[src/rtl/multicycle_ctrl_if.sv]
// Shared instruction/data memory port between the multi-cycle sequencer
// (master) and the memory subsystem (slave).
interface multicycle_ctrl_if;
  logic mem_req;       // request, held until mem_ready
  logic mem_we;        // store strobe, only valid with mem_req
  logic mem_is_instr;  // 1 = fetch address from PC, 0 = data address from ALU
  logic mem_ready;     // memory completes the current request this cycle

  modport master (
    output mem_req,
    output mem_we,
    output mem_is_instr,
    input  mem_ready
  );

  modport slave (
    input  mem_req,
    input  mem_we,
    input  mem_is_instr,
    output mem_ready
  );
endinterface

[src/rtl/multicycle_ctrl.sv]
// Multi-cycle sequencer for the RV32 core. Steps each instruction through
// FETCH/DECODE/EXEC/MEM/WB, drives the datapath enables and the shared
// memory port, and counts retired instructions.
module multicycle_ctrl #(
  parameter int unsigned CNT_W = 32
) (
  input  logic             clk,
  input  logic             rst,
  multicycle_ctrl_if.master bus,
  input  logic [6:0]       opcode,
  input  logic             branch_taken,
  output logic             ir_we,
  output logic             pc_we,
  output logic             pc_src,
  output logic             alu_src,
  output logic [1:0]       aluop,
  output logic             reg_write,
  output logic             mem_to_reg,
  output logic             retire,
  output logic             illegal,
  output logic [2:0]       state,
  output logic [CNT_W-1:0] instret
);

  localparam logic [6:0] OP_R      = 7'b0110011;
  localparam logic [6:0] OP_I      = 7'b0010011;
  localparam logic [6:0] OP_LOAD   = 7'b0000011;
  localparam logic [6:0] OP_STORE  = 7'b0100011;
  localparam logic [6:0] OP_BRANCH = 7'b1100011;

  localparam logic [1:0] ALU_ADD   = 2'b00;
  localparam logic [1:0] ALU_CMP   = 2'b01;
  localparam logic [1:0] ALU_FUNCT = 2'b10;

  typedef enum logic [2:0] {
    FETCH  = 3'd0,
    DECODE = 3'd1,
    EXEC   = 3'd2,
    MEM    = 3'd3,
    WB     = 3'd4,
    TRAP   = 3'd5
  } state_t;

  state_t           state_q;
  logic [6:0]       opcode_q;
  logic             illegal_q;
  logic [CNT_W-1:0] instret_q;

  logic mem_ready;
  logic mem_req_c;
  logic mem_we_c;
  logic mem_is_instr_c;
  logic retire_c;

  logic is_r;
  logic is_i;
  logic is_ld;
  logic is_st;
  logic is_br;
  logic op_legal;

  assign mem_ready = bus.mem_ready;

  // Instruction class of the opcode latched in DECODE.
  assign is_r  = (opcode_q == OP_R);
  assign is_i  = (opcode_q == OP_I);
  assign is_ld = (opcode_q == OP_LOAD);
  assign is_st = (opcode_q == OP_STORE);
  assign is_br = (opcode_q == OP_BRANCH);

  // Legality is judged on the live IR field, since the latch only loads at the end of DECODE.
  assign op_legal = (opcode == OP_R) || (opcode == OP_I) || (opcode == OP_LOAD) ||
                    (opcode == OP_STORE) || (opcode == OP_BRANCH);

  // Sequencer state, opcode latch, sticky illegal flag and retire counter.
  always_ff @(posedge clk) begin
    if (rst) begin
      state_q   <= FETCH;
      opcode_q  <= '0;
      illegal_q <= 1'b0;
      instret_q <= '0;
    end else begin
      if (retire_c) begin
        instret_q <= instret_q + CNT_W'(1);
      end
      case (state_q)
        FETCH: begin
          if (mem_ready) begin
            state_q <= DECODE;
          end
        end
        DECODE: begin
          opcode_q <= opcode;
          if (op_legal) begin
            state_q <= EXEC;
          end else begin
            state_q   <= TRAP;
            illegal_q <= 1'b1;
          end
        end
        EXEC: begin
          if (is_br) begin
            state_q <= FETCH;
          end else if (is_ld || is_st) begin
            state_q <= MEM;
          end else begin
            state_q <= WB;
          end
        end
        MEM: begin
          if (mem_ready) begin
            state_q <= is_ld ? WB : FETCH;
          end
        end
        WB: begin
          state_q <= FETCH;
        end
        TRAP: begin
          state_q <= TRAP;
        end
        default: begin
          state_q <= FETCH;
        end
      endcase
    end
  end

  // Datapath enables decoded from state and latched opcode; all forced low while in reset
  // so an abandoned instruction can never write the PC or regfile.
  always_comb begin
    mem_req_c      = 1'b0;
    mem_we_c       = 1'b0;
    mem_is_instr_c = 1'b0;
    ir_we          = 1'b0;
    pc_we          = 1'b0;
    pc_src         = 1'b0;
    alu_src        = 1'b0;
    aluop          = ALU_ADD;
    reg_write      = 1'b0;
    mem_to_reg     = 1'b0;
    retire_c       = 1'b0;
    if (!rst) begin
      case (state_q)
        FETCH: begin
          mem_req_c      = 1'b1;
          mem_is_instr_c = 1'b1;
          ir_we          = mem_ready;
        end
        EXEC: begin
          alu_src = is_i || is_ld || is_st;
          if (is_br) begin
            aluop    = ALU_CMP;
            pc_we    = 1'b1;
            pc_src   = branch_taken;
            retire_c = 1'b1;
          end else if (is_r || is_i) begin
            aluop = ALU_FUNCT;
          end else begin
            aluop = ALU_ADD;
          end
        end
        MEM: begin
          mem_req_c = 1'b1;
          mem_we_c  = is_st;
          alu_src   = 1'b1;
          aluop     = ALU_ADD;
          if (mem_ready && is_st) begin
            pc_we    = 1'b1;
            retire_c = 1'b1;
          end
        end
        WB: begin
          reg_write  = 1'b1;
          mem_to_reg = is_ld;
          pc_we      = 1'b1;
          retire_c   = 1'b1;
        end
        default: begin
        end
      endcase
    end
  end

  assign bus.mem_req      = mem_req_c;
  assign bus.mem_we       = mem_we_c;
  assign bus.mem_is_instr = mem_is_instr_c;
  assign retire           = retire_c;
  assign illegal          = illegal_q && !rst;
  assign state            = state_q;
  assign instret          = instret_q;

endmodule

[src/flat_wrapper.sv]
// flat-port wrapper written by rule: the top's interface ports become plain ports
module multicycle_ctrl_flat 
#(
  parameter int unsigned CNT_W = 32
)
  (clk, rst, opcode, branch_taken, ir_we, pc_we, pc_src, alu_src, aluop, reg_write, mem_to_reg, retire, illegal, state, instret, bus_mem_req, bus_mem_we, bus_mem_is_instr, bus_mem_ready);
  multicycle_ctrl_if bus_i ();
  input  logic clk;
  input  logic rst;
  input  logic [6:0] opcode;
  input  logic branch_taken;
  output logic ir_we;
  output logic pc_we;
  output logic pc_src;
  output logic alu_src;
  output logic [1:0] aluop;
  output logic reg_write;
  output logic mem_to_reg;
  output logic retire;
  output logic illegal;
  output logic [2:0] state;
  output logic [CNT_W-1:0] instret;
  output wire logic [$bits(bus_i.mem_req)-1:0] bus_mem_req;
  output wire logic [$bits(bus_i.mem_we)-1:0] bus_mem_we;
  output wire logic [$bits(bus_i.mem_is_instr)-1:0] bus_mem_is_instr;
  input wire logic [$bits(bus_i.mem_ready)-1:0] bus_mem_ready;
  assign bus_mem_req = bus_i.mem_req;
  assign bus_mem_we = bus_i.mem_we;
  assign bus_mem_is_instr = bus_i.mem_is_instr;
  assign bus_i.mem_ready = bus_mem_ready;
  multicycle_ctrl #(.CNT_W(CNT_W)) u_core (.clk(clk), .rst(rst), .bus(bus_i), .opcode(opcode), .branch_taken(branch_taken), .ir_we(ir_we), .pc_we(pc_we), .pc_src(pc_src), .alu_src(alu_src), .aluop(aluop), .reg_write(reg_write), .mem_to_reg(mem_to_reg), .retire(retire), .illegal(illegal), .state(state), .instret(instret));
endmodule
[config.mk]
export PLATFORM = sky130hd
export DESIGN_NAME = multicycle_ctrl_flat
export DESIGN_NICKNAME = d
export VERILOG_FILES = /design/src/rtl/multicycle_ctrl_if.sv /design/src/rtl/multicycle_ctrl.sv /design/src/flat_wrapper.sv
export SDC_FILE = /design/constraint.sdc
export NUM_CORES = 1
export LEC_CHECK = 0
export BUFFER_PORTS_ARGS = -buffer_cell sky130_fd_sc_hd__buf_2
export CAP_MARGIN = 20
export CORE_UTILIZATION = 57
export CTS_CLUSTER_SIZE = 30
export DETAILED_ROUTE_END_ITERATION = 8
export PLACE_DENSITY = 0.86
export REMOVE_ABC_BUFFERS = 1
export SLEW_MARGIN = 20
export SYNTH_ARGS = -nofsm -noshare
export SYNTH_HDL_FRONTEND = slang
export SYNTH_SLANG_ARGS = --single-unit
[constraint.sdc]
create_clock -name clk -period 4.5 [get_ports clk]
set_input_delay 0.675 -clock clk [delete_from_list [all_inputs] [get_ports clk]]
set_output_delay 0.675 -clock clk [all_outputs]
set_load 0.02 [all_outputs]
After elaboration in Yosys (flattened, before gate mapping) --
Cells that the tools add are included.
Cells by class: bitwise logic cells 1, mux-type cells 32, reductions and logical operators 15, add/sub/neg operators 1, equality and inequality tests 17
Operators by type and width (number):
- $add A32 B1 Y32 const B | 1
- $eq A7 B6 Y1 const B | 4
- $mux W1 | 19
- $mux W3 | 6
- $pmux W3 S5 | 1
- $eq A7 B2 Y1 const B | 2
- $eq A7 B5 Y1 const B | 2
- $eq A7 B7 Y1 const B | 2
- $logic_or A1 B1 Y1 | 8
- $mux W2 | 4
- $eq A3 B2 Y1 const B | 2
- $eq A3 B3 Y1 const B | 2
- $ne A2 B2 Y1 const B | 2
- $reduce_and A2 Y1 | 2
- $eq A3 B1 Y1 const B | 1
- $logic_not A3 Y1 | 1
- $pmux W1 S3 | 1
- $logic_and A1 B1 Y1 | 2
- $pmux W1 S2 | 1
- $reduce_or A2 Y1 | 1
- $logic_not A1 Y1 | 1
- $not A1 Y1 | 1
Word-level totals: register bits 43, output and inout bits 48, input port bits 11, logic and storage cells 70

Longest topological paths before layout --
word-level depth 7, gate-level depth with buffers 8, depth with buffers taken out 6

Least setup slack after synthesis --
OpenSTA, ideal clock, no wires.
kind input -> output, from in bus_mem_ready, to out retire, path buffers 1, required time 3825 ps, slack 1878 ps, cell stages on the path 5, arrival 1947 ps, cell sequence nand3b_4 a2111oi_4 nor2_2 nor2_1 buf_4
Between the ends: word-level cells in the longest chain between the ends 4
RTL lines:
- from (decl) | RTL line flat_wrapper.sv:26 | input wire logic [$bits(bus_i.mem_ready)-1:0] bus_mem_ready;
- $logic_and A1 B1 Y1 | RTL line multicycle_ctrl.sv:167 | if (mem_ready && is_st) begin
- $mux W1
- $pmux W1 S3
- $mux W1
- to (decl) | RTL line flat_wrapper.sv:19 | output logic retire;
Every way passes these cells.

Worst setup path after layout --
from reg u_core.opcode_q[3], to out pc_we
Between the ends: word-level cells in the longest chain between the ends 5, elaborated cells between the ends (all ways) 7, classes of those cells eq/ne: 2; mux: 4; reduce/logical: 1
RTL lines:
- from (decl) | RTL line multicycle_ctrl.sv:45 | logic [6:0] opcode_q;
- from (signal assigned) | RTL line multicycle_ctrl.sv:93 | opcode_q <= opcode;
- $eq A7 B6 Y1 | RTL line multicycle_ctrl.sv:68 | assign is_st = (opcode_q == OP_STORE);
- $logic_and A1 B1 Y1 | RTL line multicycle_ctrl.sv:167
- $mux W1 | RTL line multicycle_ctrl.sv:167
- $pmux W1 S3 * | RTL line multicycle_ctrl.sv:143 | case (state_q)
- $mux W1 * | RTL line multicycle_ctrl.sv:142 | if (!rst) begin
- to (decl) | RTL line flat_wrapper.sv:13 | output logic pc_we;
Mark *: on every way between the ends. The rest lies on a longest branch, timed or not.

==> flow_summary.toml <==
[floorplanning]
die-height_um = 65.3
core-area_um2 = 3740
floorplan.io_pins = 59
initial_utilization_pct = 61.0
std_cell_rows = 22
die_width_um = 65.3
design.die.area_um2 = 4260

[yosys]
yosysWarningCount = 0
synth.top_cells.by_count = "sky130_fd_sc_hd__nor2_1, sky130_fd_sc_hd__dfxtp_1, sky130_fd_sc_hd__xor2_1"
yosys_most_used_dff = "sky130_fd_sc_hd__dfxtp_1"
seq_area_frac_synth_pct = 37.7
synth_top_cell_by_area = "sky130_fd_sc_hd__dfxtp_1"
ys_async_sr_fraction_pct = 0
synth.most_common_cell = "sky130_fd_sc_hd__nor2_1"
postSynthCellCount = 262
post-synth-top-area-fraction_pct = 37.7
synth.top_cells.by_area = "sky130_fd_sc_hd__dfxtp_1, sky130_fd_sc_hd__nor2_1, sky130_fd_sc_hd__xor2_1"
syn_avg_cell_area_um2 = 8.71
synth.distinct_cells = 47
count_of_flip_flops_with_a_built_in_enable_after_synthesis = 0
syn-cell-area_um2 = 2280
synth_seq_cells = 43

[worst_setup_path]
cp_max_stage_cell = "sky130_fd_sc_hd__a2111oi_4"
r2r_cells = 5
start_kind = "flip-flop"
arrival_ns = 2.13
worst_path_dominant_cell_family = "simple AND/OR/NAND/NOR gates"
critPathLaunch = "u_core.opcode_q[3]$_SDFFE_PP0N_"
slowest_cell_delay_on_critical_path_ns = 0.40
crit_required_ns = 3.83
endpoint = "pc_we"
timing.critical_path.depth = 6
critPathCaptureType = "output port"
path_class = "flip-flop to output port"
crit_chain = "nand4bb_1, a2111oi_4, buf_4, nor2_2, nor2_1, buf_2"
worst_r2r_startpoint = "u_core.opcode_q[3]$_SDFFE_PP0N_"
slack_of_the_worst_reg_to_reg_path_ns = 2.02
cp_max_fo = 18
reg2reg_to = "u_core.instret[26]$_SDFFE_PP0P_"
crit_buf_inv = 2

[drt]
vias_per_cell = 5.93
drt_drc_violations_left = 0
dr_total_vias = 2141
drt_iter0_markers = 195
firstDrtPassIters = 4
detail_route.wl_per_cell_um = 14.7
wl_um = 5320
antenna_nets_post_route = 0

[timing]
worst-slew-pin-transition_ns = 0.831
slew_headroom_pct = 44.4
setup_viol_count_final = 0
final.setup.tns_ns = 0
timing_hold_violations_final = 0
maxClockFrequency_ghz = 0.357
layout_setup_ws_ns = 1.70
post-route-min-period_ns = 2.80
final.setup_skew_ns = 0.00476
layout_worst_path_cycle_share_pct = 62.3
finalMaxSlewViolations = 0
grt_setup_unrepaired = "no"

[global_routing]
via_count_of_the_first_global_routing_pass = 1870
grt_first_pass_wirelength_um = 8900
grt.total_usage_pct = 27.1
grt_antenna_before_repair = 0
grt_max_degree = 38
overflow = 0

[power_and_ir_drop]
powerDensity_nw_per_um2 = 299
max-vdd-ir-drop_mv = 0.213
leakage_nw = 1.10

[hold_path]
min_delay_worst_type = "flip-flop to flip-flop"

[clock_tree]
holdBufCountCts = 0
cts_htree_levels = 2
clk-insertion-delay-late_ns = 0.30
post_cts_buffers = 0
cts_root_buffer = "sky130_fd_sc_hd__clkbuf_8"
cts_inserted_buffers = 5
clk_transition_reported_paths_ns = 0.08
post_cts.resized_instances = 0
clock_tree_from_tritoncts = "built"
cts_buffer_depth = 2
cts.sinks = 43

[cells_and_area]
layout-drive-gt1-share_pct = 25.2
final_cells = 361
area_delta_synth_final_pct = 18.8
num_antenna_cells = 0
post_layout_nets = 324

[flow_run]
max-cap-violations = 0

[place]
numPortBuffers = 58
gp_congestion = 0.897
placed_cells = 353
dpl_worst_slack_ns = 1.91
dp_hpwl_um = 3570

[status]
outcome = "finished, final reports clean"
[tightest hold or removal path, delay by kind of cell (launching register included)]
kind,cells,cell delay (ns)
and+or+nand+nor,1,0.08
DFF,1,0.33
AOI/OAI and AO/OA,1,0.04
[power by group]
group / switching, mW / internal (mW) / total, mW / leakage (nW)
clock network: 0.136 / 0.221 / 0.357 / 0.0644
registers: 0.00920 / 0.387 / 0.396 / 0.348
logic: 0.0356 / 0.0224 / 0.0580 / 0.684
total: 0.181 / 0.631 / 0.812 / 1.10
[per-layer routing]
metal	vias up	GRT usage (%)	part of all wire [%]	wire length, um
li1	1047	-	-	-
met1	1017	37.3	46	2430
met2	65	41.8	47	2480
met3	12	4.69	5.6	297
met4	0	10.9	2.2	115
met5	-	0	0	0
[layout make-up]
| cell class | instances | area [um2] |
|---|---|---|
| clock buffers | 5 | 68.8 |
| clock inverters | 3 | 67.6 |
| fillers | 301 | 1030 |
| inverters | 1 | 3.75 |
| multi-input cells | 201 | 1350 |
| flip-flops and latches | 43 | 861 |
| well taps | 48 | 60.1 |
| repair buffers | 60 | 305 |
[cells in the final DEF (no fill, tap or decap), drive strengths merged, types with 7 or more instances in the layout]
master   synthesis  routed
a21oi           12      12
buf              6      60
dfxtp           43      43
mux2i            8       8
nand2           12      12
nand2b           7       7
nand3            9       9
nor2            47      47
nor3             7       7
o2111ai          8       8
o211ai           7       7
xor2            16      16
[stage by stage]
stage | util [%] | cell area [um2] | power [mW] | hold WS, ns
6_report | 72.4 | 2710 | 0.812 | 0.483
5_1_grt | 72.4 | 2710 | 0.841 | 0.501
4_1_cts | 72.4 | 2710 | 0.816 | 0.480
3_5_place_dp | 68.8 | 2570 | 0.463 | 0.460
3_3_place_gp | 68.8 | 2570 | 0.462 | 0.442
2_1_floorplan | - | 2210 | 0.439 | 0.429
[kinds of logic after synthesis]
group / share of synthesized area [%]
AOI/OAI and AO/OA: 17.7
DFF: 37.7
and+or+nand+nor: 27.6
buffers and inverters: 3.34
xor gates and xnor gates: 8.44
muxes: 4.66
adders and majority gates: 0.548
[sequential cells by signal, indices dropped and copies added, names as in the netlist]
| name | cells |
|---|---|
| u_core.illegal_q | 1 |
| u_core.instret | 32 |
| u_core.opcode_q | 7 |
| u_core.state | 3 |
[worst min path at each step]
stage                                     to  slack (ns)  depth (start not counted)                           from
4_1_cts        u_core.illegal_q$_SDFFE_PP0P_        0.48                          2  u_core.illegal_q$_SDFFE_PP0P_
6_report       u_core.illegal_q$_SDFFE_PP0P_        0.48                          2  u_core.illegal_q$_SDFFE_PP0P_
2_1_floorplan  u_core.illegal_q$_SDFFE_PP0P_        0.43                          2  u_core.illegal_q$_SDFFE_PP0P_
5_1_grt        u_core.illegal_q$_SDFFE_PP0P_        0.50                          2  u_core.illegal_q$_SDFFE_PP0P_
3_5_place_dp   u_core.illegal_q$_SDFFE_PP0P_        0.46                          2  u_core.illegal_q$_SDFFE_PP0P_
3_3_place_gp   u_core.illegal_q$_SDFFE_PP0P_        0.44                          2  u_core.illegal_q$_SDFFE_PP0P_
No activity file was read; power rests on OpenSTA's default activity.
